==> config.mk <==
export PLATFORM = sky130hd
export DESIGN_NAME = usbf_dma_svc
export DESIGN_NICKNAME = d
export VERILOG_FILES = /design/src/rtl/usbf_dma_pkg.sv /design/src/rtl/usbf_rr_arb.sv /design/src/rtl/usbf_dma_svc.sv
export SDC_FILE = /design/constraint.sdc
export NUM_CORES = 1
export LEC_CHECK = 0
export ABC_AREA = 1
export CAP_MARGIN = 20
export CORE_MARGIN = 2
export CORE_UTILIZATION = 40
export CTS_CLUSTER_SIZE = 14
export DETAILED_ROUTE_END_ITERATION = 8
export SLEW_MARGIN = 10
export SYNTH_ARGS = -nofsm -noshare
export SYNTH_HDL_FRONTEND = slang
export SYNTH_SLANG_ARGS = --single-unit
==> constraint.sdc <==
create_clock -name clk -period 4.47 [get_ports clk]
set_input_delay 0.894 -clock clk [delete_from_list [all_inputs] [get_ports clk]]
set_output_delay 0.894 -clock clk [all_outputs]
set_load 0.005 [all_outputs]
==> src/rtl/usbf_dma_pkg.sv <==
`default_nettype none
// ============================================================================
// Module      : usbf_dma_pkg
// Description : Shared types and constants for the endpoint DMA service
//               block. It defines the service FSM state encoding, the counter
//               widths and the round-robin pointer increment helper.
// Revision    : 1.0 - initial release
// ============================================================================
package usbf_dma_pkg;

    localparam int EP_W    = 4;   // endpoint index width
    localparam int BURST_W = 4;   // words served in the current burst
    localparam int TO_W    = 8;   // bus response timeout counter

    typedef enum logic [2:0] {
        ST_IDLE = 3'd0,
        ST_ARB  = 3'd1,
        ST_XFER = 3'd2,
        ST_ACK  = 3'd3,
        ST_GAP  = 3'd4
    } dma_state_e;

    // Next endpoint index after ch, wrapping at num_ep-1 back to 0.
    function automatic logic [EP_W-1:0] ep_next(input logic [EP_W-1:0] ch,
                                                input int              num_ep);
        ep_next = (int'(ch) >= num_ep - 1) ? '0 : ch + 1'b1;
    endfunction

endpackage
`default_nettype wire

==> src/rtl/usbf_rr_arb.sv <==
`default_nettype none
// ============================================================================
// Module      : usbf_rr_arb
// Description : Combinational round-robin find-first. It returns the first set
//               bit of elig_i, starting at ptr_i and searching upward, with a
//               wrap from NUM_EP-1 back to 0.
// Ports       : elig_i    - eligible request vector
//               ptr_i     - search start index (must be < NUM_EP)
//               gnt_idx_o - index of the granted request
//               gnt_vld_o - 1 when any request is eligible
// Revision    : 1.0 - initial release
// ============================================================================
module usbf_rr_arb
    import usbf_dma_pkg::*;
#(
    parameter int NUM_EP = 16
) (
    input  logic [NUM_EP-1:0] elig_i,
    input  logic [EP_W-1:0]   ptr_i,
    output logic [EP_W-1:0]   gnt_idx_o,
    output logic              gnt_vld_o
);

    // Rotate so bit 0 corresponds to the pointer position; the lowest set bit
    // of the rotated vector is then the winner.
    logic [NUM_EP-1:0] w_rot;
    assign w_rot = NUM_EP'({elig_i, elig_i} >> ptr_i);

    // Scan from the top so the lowest offset is assigned last and wins.
    always_comb begin
        gnt_idx_o = '0;
        gnt_vld_o = 1'b0;
        for (int k = NUM_EP - 1; k >= 0; k--) begin
            if (w_rot[k]) begin
                gnt_vld_o = 1'b1;
                gnt_idx_o = EP_W'((int'(ptr_i) + k) % NUM_EP);
            end
        end
    end

endmodule
`default_nettype wire

==> src/rtl/usbf_dma_svc.sv <==
`default_nettype none
// ============================================================================
// Module      : usbf_dma_svc
// Description : Host-side responder for the endpoint DMA handshake. It
//               arbitrates the endpoint requests round-robin, with optional
//               same-channel bursts. Each granted word runs as one
//               bus_req/bus_ack handshake, and the block returns a one-cycle
//               dma_ack per completed word. A bus error or a timeout sets a
//               sticky per-channel error bit.
// Ports       : clk, rst (async, active-low)
//               en                - global enable
//               dma_req, ep_dir   - endpoint request level and direction
//               dma_ack           - one-hot single-cycle word acknowledge
//               bus_req/we/ep     - host bus request, direction and endpoint
//               bus_ack, bus_err  - host bus response
//               err_clr, err_stat - W1C clear and sticky error status
//               busy              - FSM not idle
// Revision    : 1.0 - initial release
// ============================================================================
module usbf_dma_svc
    import usbf_dma_pkg::*;
#(
    parameter int NUM_EP    = 16,
    parameter int MAX_BURST = 4,
    parameter int TO_CYC    = 255
) (
    input  logic              clk,
    input  logic              rst,
    input  logic              en,
    input  logic [NUM_EP-1:0] dma_req,
    input  logic [NUM_EP-1:0] ep_dir,
    output logic [NUM_EP-1:0] dma_ack,
    output logic              bus_req,
    output logic              bus_we,
    output logic [EP_W-1:0]   bus_ep,
    input  logic              bus_ack,
    input  logic              bus_err,
    input  logic [NUM_EP-1:0] err_clr,
    output logic [NUM_EP-1:0] err_stat,
    output logic              busy
);

    localparam logic [NUM_EP-1:0] ONE = {{(NUM_EP-1){1'b0}}, 1'b1};

    dma_state_e           state_q, state_d;
    logic [EP_W-1:0]      ptr_q, ptr_d;
    logic [EP_W-1:0]      ch_q, ch_d;
    logic                 we_q, we_d;
    logic [BURST_W-1:0]   burst_q, burst_d;
    logic [TO_W-1:0]      to_q, to_d;
    logic [NUM_EP-1:0]    err_q, err_d, err_set;
    logic [NUM_EP-1:0]    ack_q;
    logic                 breq_q, busy_q;

    logic [NUM_EP-1:0]    w_ch_oh, w_gnt_oh, w_mask, w_req_ok, w_elig;
    logic [EP_W-1:0]      w_gnt_idx;
    logic                 w_gnt_vld;

    assign w_ch_oh  = ONE << ch_q;
    assign w_gnt_oh = ONE << w_gnt_idx;
    // The channel just served may still show its stale request during GAP.
    assign w_mask   = (state_q == ST_GAP) ? w_ch_oh : '0;
    assign w_req_ok = dma_req & ~err_q;
    assign w_elig   = w_req_ok & ~w_mask;

    usbf_rr_arb #(
        .NUM_EP    (NUM_EP)
    ) u_arb (
        .elig_i    (w_elig),
        .ptr_i     (ptr_q),
        .gnt_idx_o (w_gnt_idx),
        .gnt_vld_o (w_gnt_vld)
    );

    always_comb begin
        state_d = state_q;
        ptr_d   = ptr_q;
        ch_d    = ch_q;
        we_d    = we_q;
        burst_d = burst_q;
        to_d    = to_q;
        err_set = '0;
        case (state_q)
            ST_IDLE: begin
                if (en && (|w_elig)) state_d = ST_ARB;
            end
            ST_ARB: begin
                // Requests may have vanished since IDLE; fall back if so.
                if (w_gnt_vld) begin
                    state_d = ST_XFER;
                    ch_d    = w_gnt_idx;
                    we_d    = ~|(ep_dir & w_gnt_oh);
                    burst_d = '0;
                    to_d    = '0;
                end else begin
                    state_d = ST_IDLE;
                end
            end
            ST_XFER: begin
                // The last counted cycle without a response is the timeout.
                if (bus_err || (!bus_ack && (to_q == TO_W'(TO_CYC - 1)))) begin
                    err_set = w_ch_oh;
                    state_d = ST_GAP;
                end else if (bus_ack) begin
                    state_d = ST_ACK;
                end else begin
                    to_d = to_q + 1'b1;
                end
            end
            ST_ACK: begin
                burst_d = burst_q + 1'b1;
                state_d = ST_GAP;
            end
            ST_GAP: begin
                if (en && (|(w_req_ok & w_ch_oh)) &&
                    (burst_q < BURST_W'(MAX_BURST))) begin
                    state_d = ST_XFER;
                    to_d    = '0;
                end else begin
                    ptr_d   = ep_next(ch_q, NUM_EP);
                    state_d = (en && (|w_req_ok)) ? ST_ARB : ST_IDLE;
                end
            end
            default: state_d = ST_IDLE;
        endcase
        // A new error beats a simultaneous clear of the same bit.
        err_d = (err_q & ~err_clr) | err_set;
    end

    always_ff @(posedge clk or negedge rst) begin
        if (!rst) begin
            state_q <= ST_IDLE;
            ptr_q   <= '0;
            ch_q    <= '0;
            we_q    <= 1'b0;
            burst_q <= '0;
            to_q    <= '0;
            err_q   <= '0;
            ack_q   <= '0;
            breq_q  <= 1'b0;
            busy_q  <= 1'b0;
        end else begin
            state_q <= state_d;
            ptr_q   <= ptr_d;
            ch_q    <= ch_d;
            we_q    <= we_d;
            burst_q <= burst_d;
            to_q    <= to_d;
            err_q   <= err_d;
            // Outputs are registered so they line up with the state they flag.
            ack_q   <= (state_d == ST_ACK) ? w_ch_oh : '0;
            breq_q  <= (state_d == ST_XFER);
            busy_q  <= (state_d != ST_IDLE);
        end
    end

    assign dma_ack  = ack_q;
    assign bus_req  = breq_q;
    assign bus_we   = we_q;
    assign bus_ep   = ch_q;
    assign err_stat = err_q;
    assign busy     = busy_q;

endmodule
`default_nettype wire

==> metrics.txt <==
R2R depth 24; Remaining Overflow, GRT 0; top cells by count, synth nand2_1 (190), nand3_1 (146), inv_1 (129); worst r2r src bus_ep[1]; Die X between 100 and 150 microns; vias per cell about 5.3; Worst-Margin Slew around 0.8 ns; port bufs 91; Worst slew margin 46.50%; status finished clean; pwr dens 758.6 mW/mm^2; count of flip-flops with a built-in enable after synthesis 0; # hold bufs at CTS 0; global-route layer with the greatest usage met2; flops & latches, synth 58; Syn-to-layout area delta 29.27%; final net count 932; post-synth top area cell dfrtp_1; initial antenna violation count 0; HP Start burst_q[0]; Worst Path Max Fanout 5; antenna viol nets, final 0; dpl hpwl about 12000 microns; Clock Tree Buf Depth 2; Seq/Total Area, Yosys 30.18%; Setup-failing EPs final 0; I/O pin cnt between 90 and 100; type of the worst setup path input port to register; Final Max Tran Viols 0; synth top area cells dfrtp_1 (30%), nand3_1 (15%), nand2_1 (15%); Final Power 4.716 mW; total track usage between 20% and 30%; Peak Freq 0.2522 GHz; die footprint around 0.013 sq mm; largest net degree at the start of global routing between 50 and 60; Clock Sinks 58; count leader, synth nand2_1; Worst Setup Start Kind input port; CTS tree yes; top-area cell type share of the netlist area between 30% and 40%; fin crit period just under 4 ns; DP Area ~0.0059 sq mm; initial DRC count between 400 and 500; critical path endpoint category register; Post-CTS Resized 0; Post-CTS Setup Bufs 0; CP required between 4 and 5 ns; clk_lat worst skew 0.33 ns; Leakage 3.108 nW; MaxCap Viol Count 0; Pre-antenna DRT Iters 5; first-pass GRT wire length about 25000 microns; RSZ-0062 raised after global routing false; r2r endpoint to_q[6]; Hold Violations, Final 0; vias in the first global route 5176; fraction of registers with async set/reset 100.0%; die height 113.7 microns; post-route DRC violation count 0; CTS buffer count 9; layout cells sized above 1 under 10%; WL per Instance ~15 microns; final worst-path cycle share between 80% and 90%; Reg2Reg Setup Slack between 0.5 and 0.6 ns; htree depth 3; arrival time at the worst endpoint roughly 4.2 ns; syn_area_per_cell 6.263 sq um; clock skew about 0.0084 ns; total length of routed wires about 15000 microns; Reg clk slew, reported paths 0.05 ns; Final Non-Filler Cells 1013; core area between 0.01 and 0.015 sq mm; Initial Util 40.55%; Synthesized Nets between 800 and 900; FP Rows 40; post-layout instance area about 0.0062 sq mm; GRT met3 Usage under 10%; mapped cell area between 0.004 and 0.005 sq mm; Yosys cell types 41; Max rail drop VDD approximately 0.38 mV; ant diodes 0; Post-Synthesis Cells about 770; ys flop type dfrtp_1; CTS root buf clkbuf_16; Vias between 5000 and 6000; YS warnings 0; met1 GRT Util 33.34%; Hold EP burst_q[0]; met2 Use GR around two fifths; Inst Count DP 999; WHS Path Cells 1; Worst Hold Class register to register; Fillers 1234; RePlAce Congestion 0.9229
==> worst max path at each step <==
stage | cells past startpoint | to | start
floorplan | 27 | bus_we | dma_req[15]
global placement | 28 | bus_we | dma_req[13]
finish | 28 | bus_we | dma_req[14]
CTS | 28 | bus_we | dma_req[14]
detailed placement | 28 | bus_we | dma_req[14]
global route | 22 | to_q[7] | bus_ep[1]
==> where the power goes <==
part / switching (mW) / internal [mW] / total [mW]
sequential: 0.0851 / 0.613 / 0.698
clock: 0.227 / 0.495 / 0.722
combinational: 2.20 / 1.09 / 3.30
==> routing by layer <==
metal	part of all wire (%)	vias to the layer above
met1	46	2478
li1	-	2675
met2	47	156
met5	0	-
met3	5.9	14
met4	0.82	0
==> cell usage in the layout (no fill, tap or decap), types with 2 or more instances in the layout <==
master             n
a21oi_1           15
a31oi_1            3
buf_4             13
bufinv_16          2
clkbuf_16          9
clkdlybuf4s50_1   90
dfrtp_1           58
ha_1              16
inv_1            129
inv_2              4
nand2_1          190
nand2_2            3
nand3_1          146
nand3_2            2
nand3b_1           3
nand4_1            7
nor2_1            68
nor2_2             2
nor2_4             2
nor3_1             4
nor3_2             3
nor4_1             6
o21ai_0           39
o21ai_1            2
o21ai_2            2
o21bai_1           2
o22ai_1           19
o31ai_1            2
xnor2_1            2
xor2_1             8
==> logic make-up (layout without fill, tap and decap cells) <==
| family | Yosys count | in the layout | synth area share (%) |
|---|---|---|---|
| flops | 58 | 58 | 30.18 |
| compound gates | 89 | 89 | 10.69 |
| simple gates | 440 | 440 | 40.74 |
| fa+ha+maj | 16 | 16 | 4.162 |
| xor+xnor | 10 | 10 | 1.821 |
| buf+inv | 155 | 253 | 12.41 |
==> registers in the layout, summed over array words and instances (netlist names) <==
name / count
dma_ack: 16
err_stat: 16
to_q: 8
burst_q: 4
bus_ep: 4
ptr_q: 4
state_q: 3
bus_req: 1
bus_we: 1
busy: 1
==> critical path, stage by stage <==
cell             delay (ns)
clkdlybuf4s50_1        0.45
inv_1                  0.04
nor2_1                 0.31
nand3_1                0.19
nand3_1                0.13
nand2_1                0.06
nor2_1                 0.09
a31oi_1                0.10
o21ai_1                0.42
inv_1                  0.18
nand2_1                0.10
nand2_1                0.05
nand2_1                0.06
nand2_1                0.05
nand3_1                0.07
nand2_1                0.05
nand2_1                0.05
nand2_1                0.04
nand2_1                0.05
nand2_1                0.05
nand2_1                0.14
inv_1                  0.07
nor2_1                 0.17
nand2_1                0.10
nor2_1                 0.10
nor2_1                 0.05
nand3_1                0.07
nand3_1                0.06
==> cell type report <==
class / count / area [sq um] / share of cell area, %
clock buffers: 11 / 242.7 / 3.904
clock inverters: 3 / 65.06 / 1.046
inverters: 135 / 509.2 / 8.191
multi-input cells: 555 / 2761 / 44.42
flip-flops and latches: 58 / 1451 / 23.34
well taps: 147 / 183.9 / 2.958
repair buffers: 104 / 1003 / 16.14
==> through the flow <==
step | setup WS [ns] | hold slack, ns | TNS (ns) | util [%]
detailed placement | -0.04255 | 0.4939 | -0.04255 | 49.82
finish | 0.5056 | 0.5100 | 0 | 52.42
floorplan | 1.282 | 0.4702 | 0 | -
global route | 0.1448 | 0.5555 | 0 | 52.42
global placement | 0.03056 | 0.4928 | 0 | 49.82
CTS | 0.3069 | 0.5130 | 0 | 52.42
Note: power is estimated with default switching activity, not from simulation.
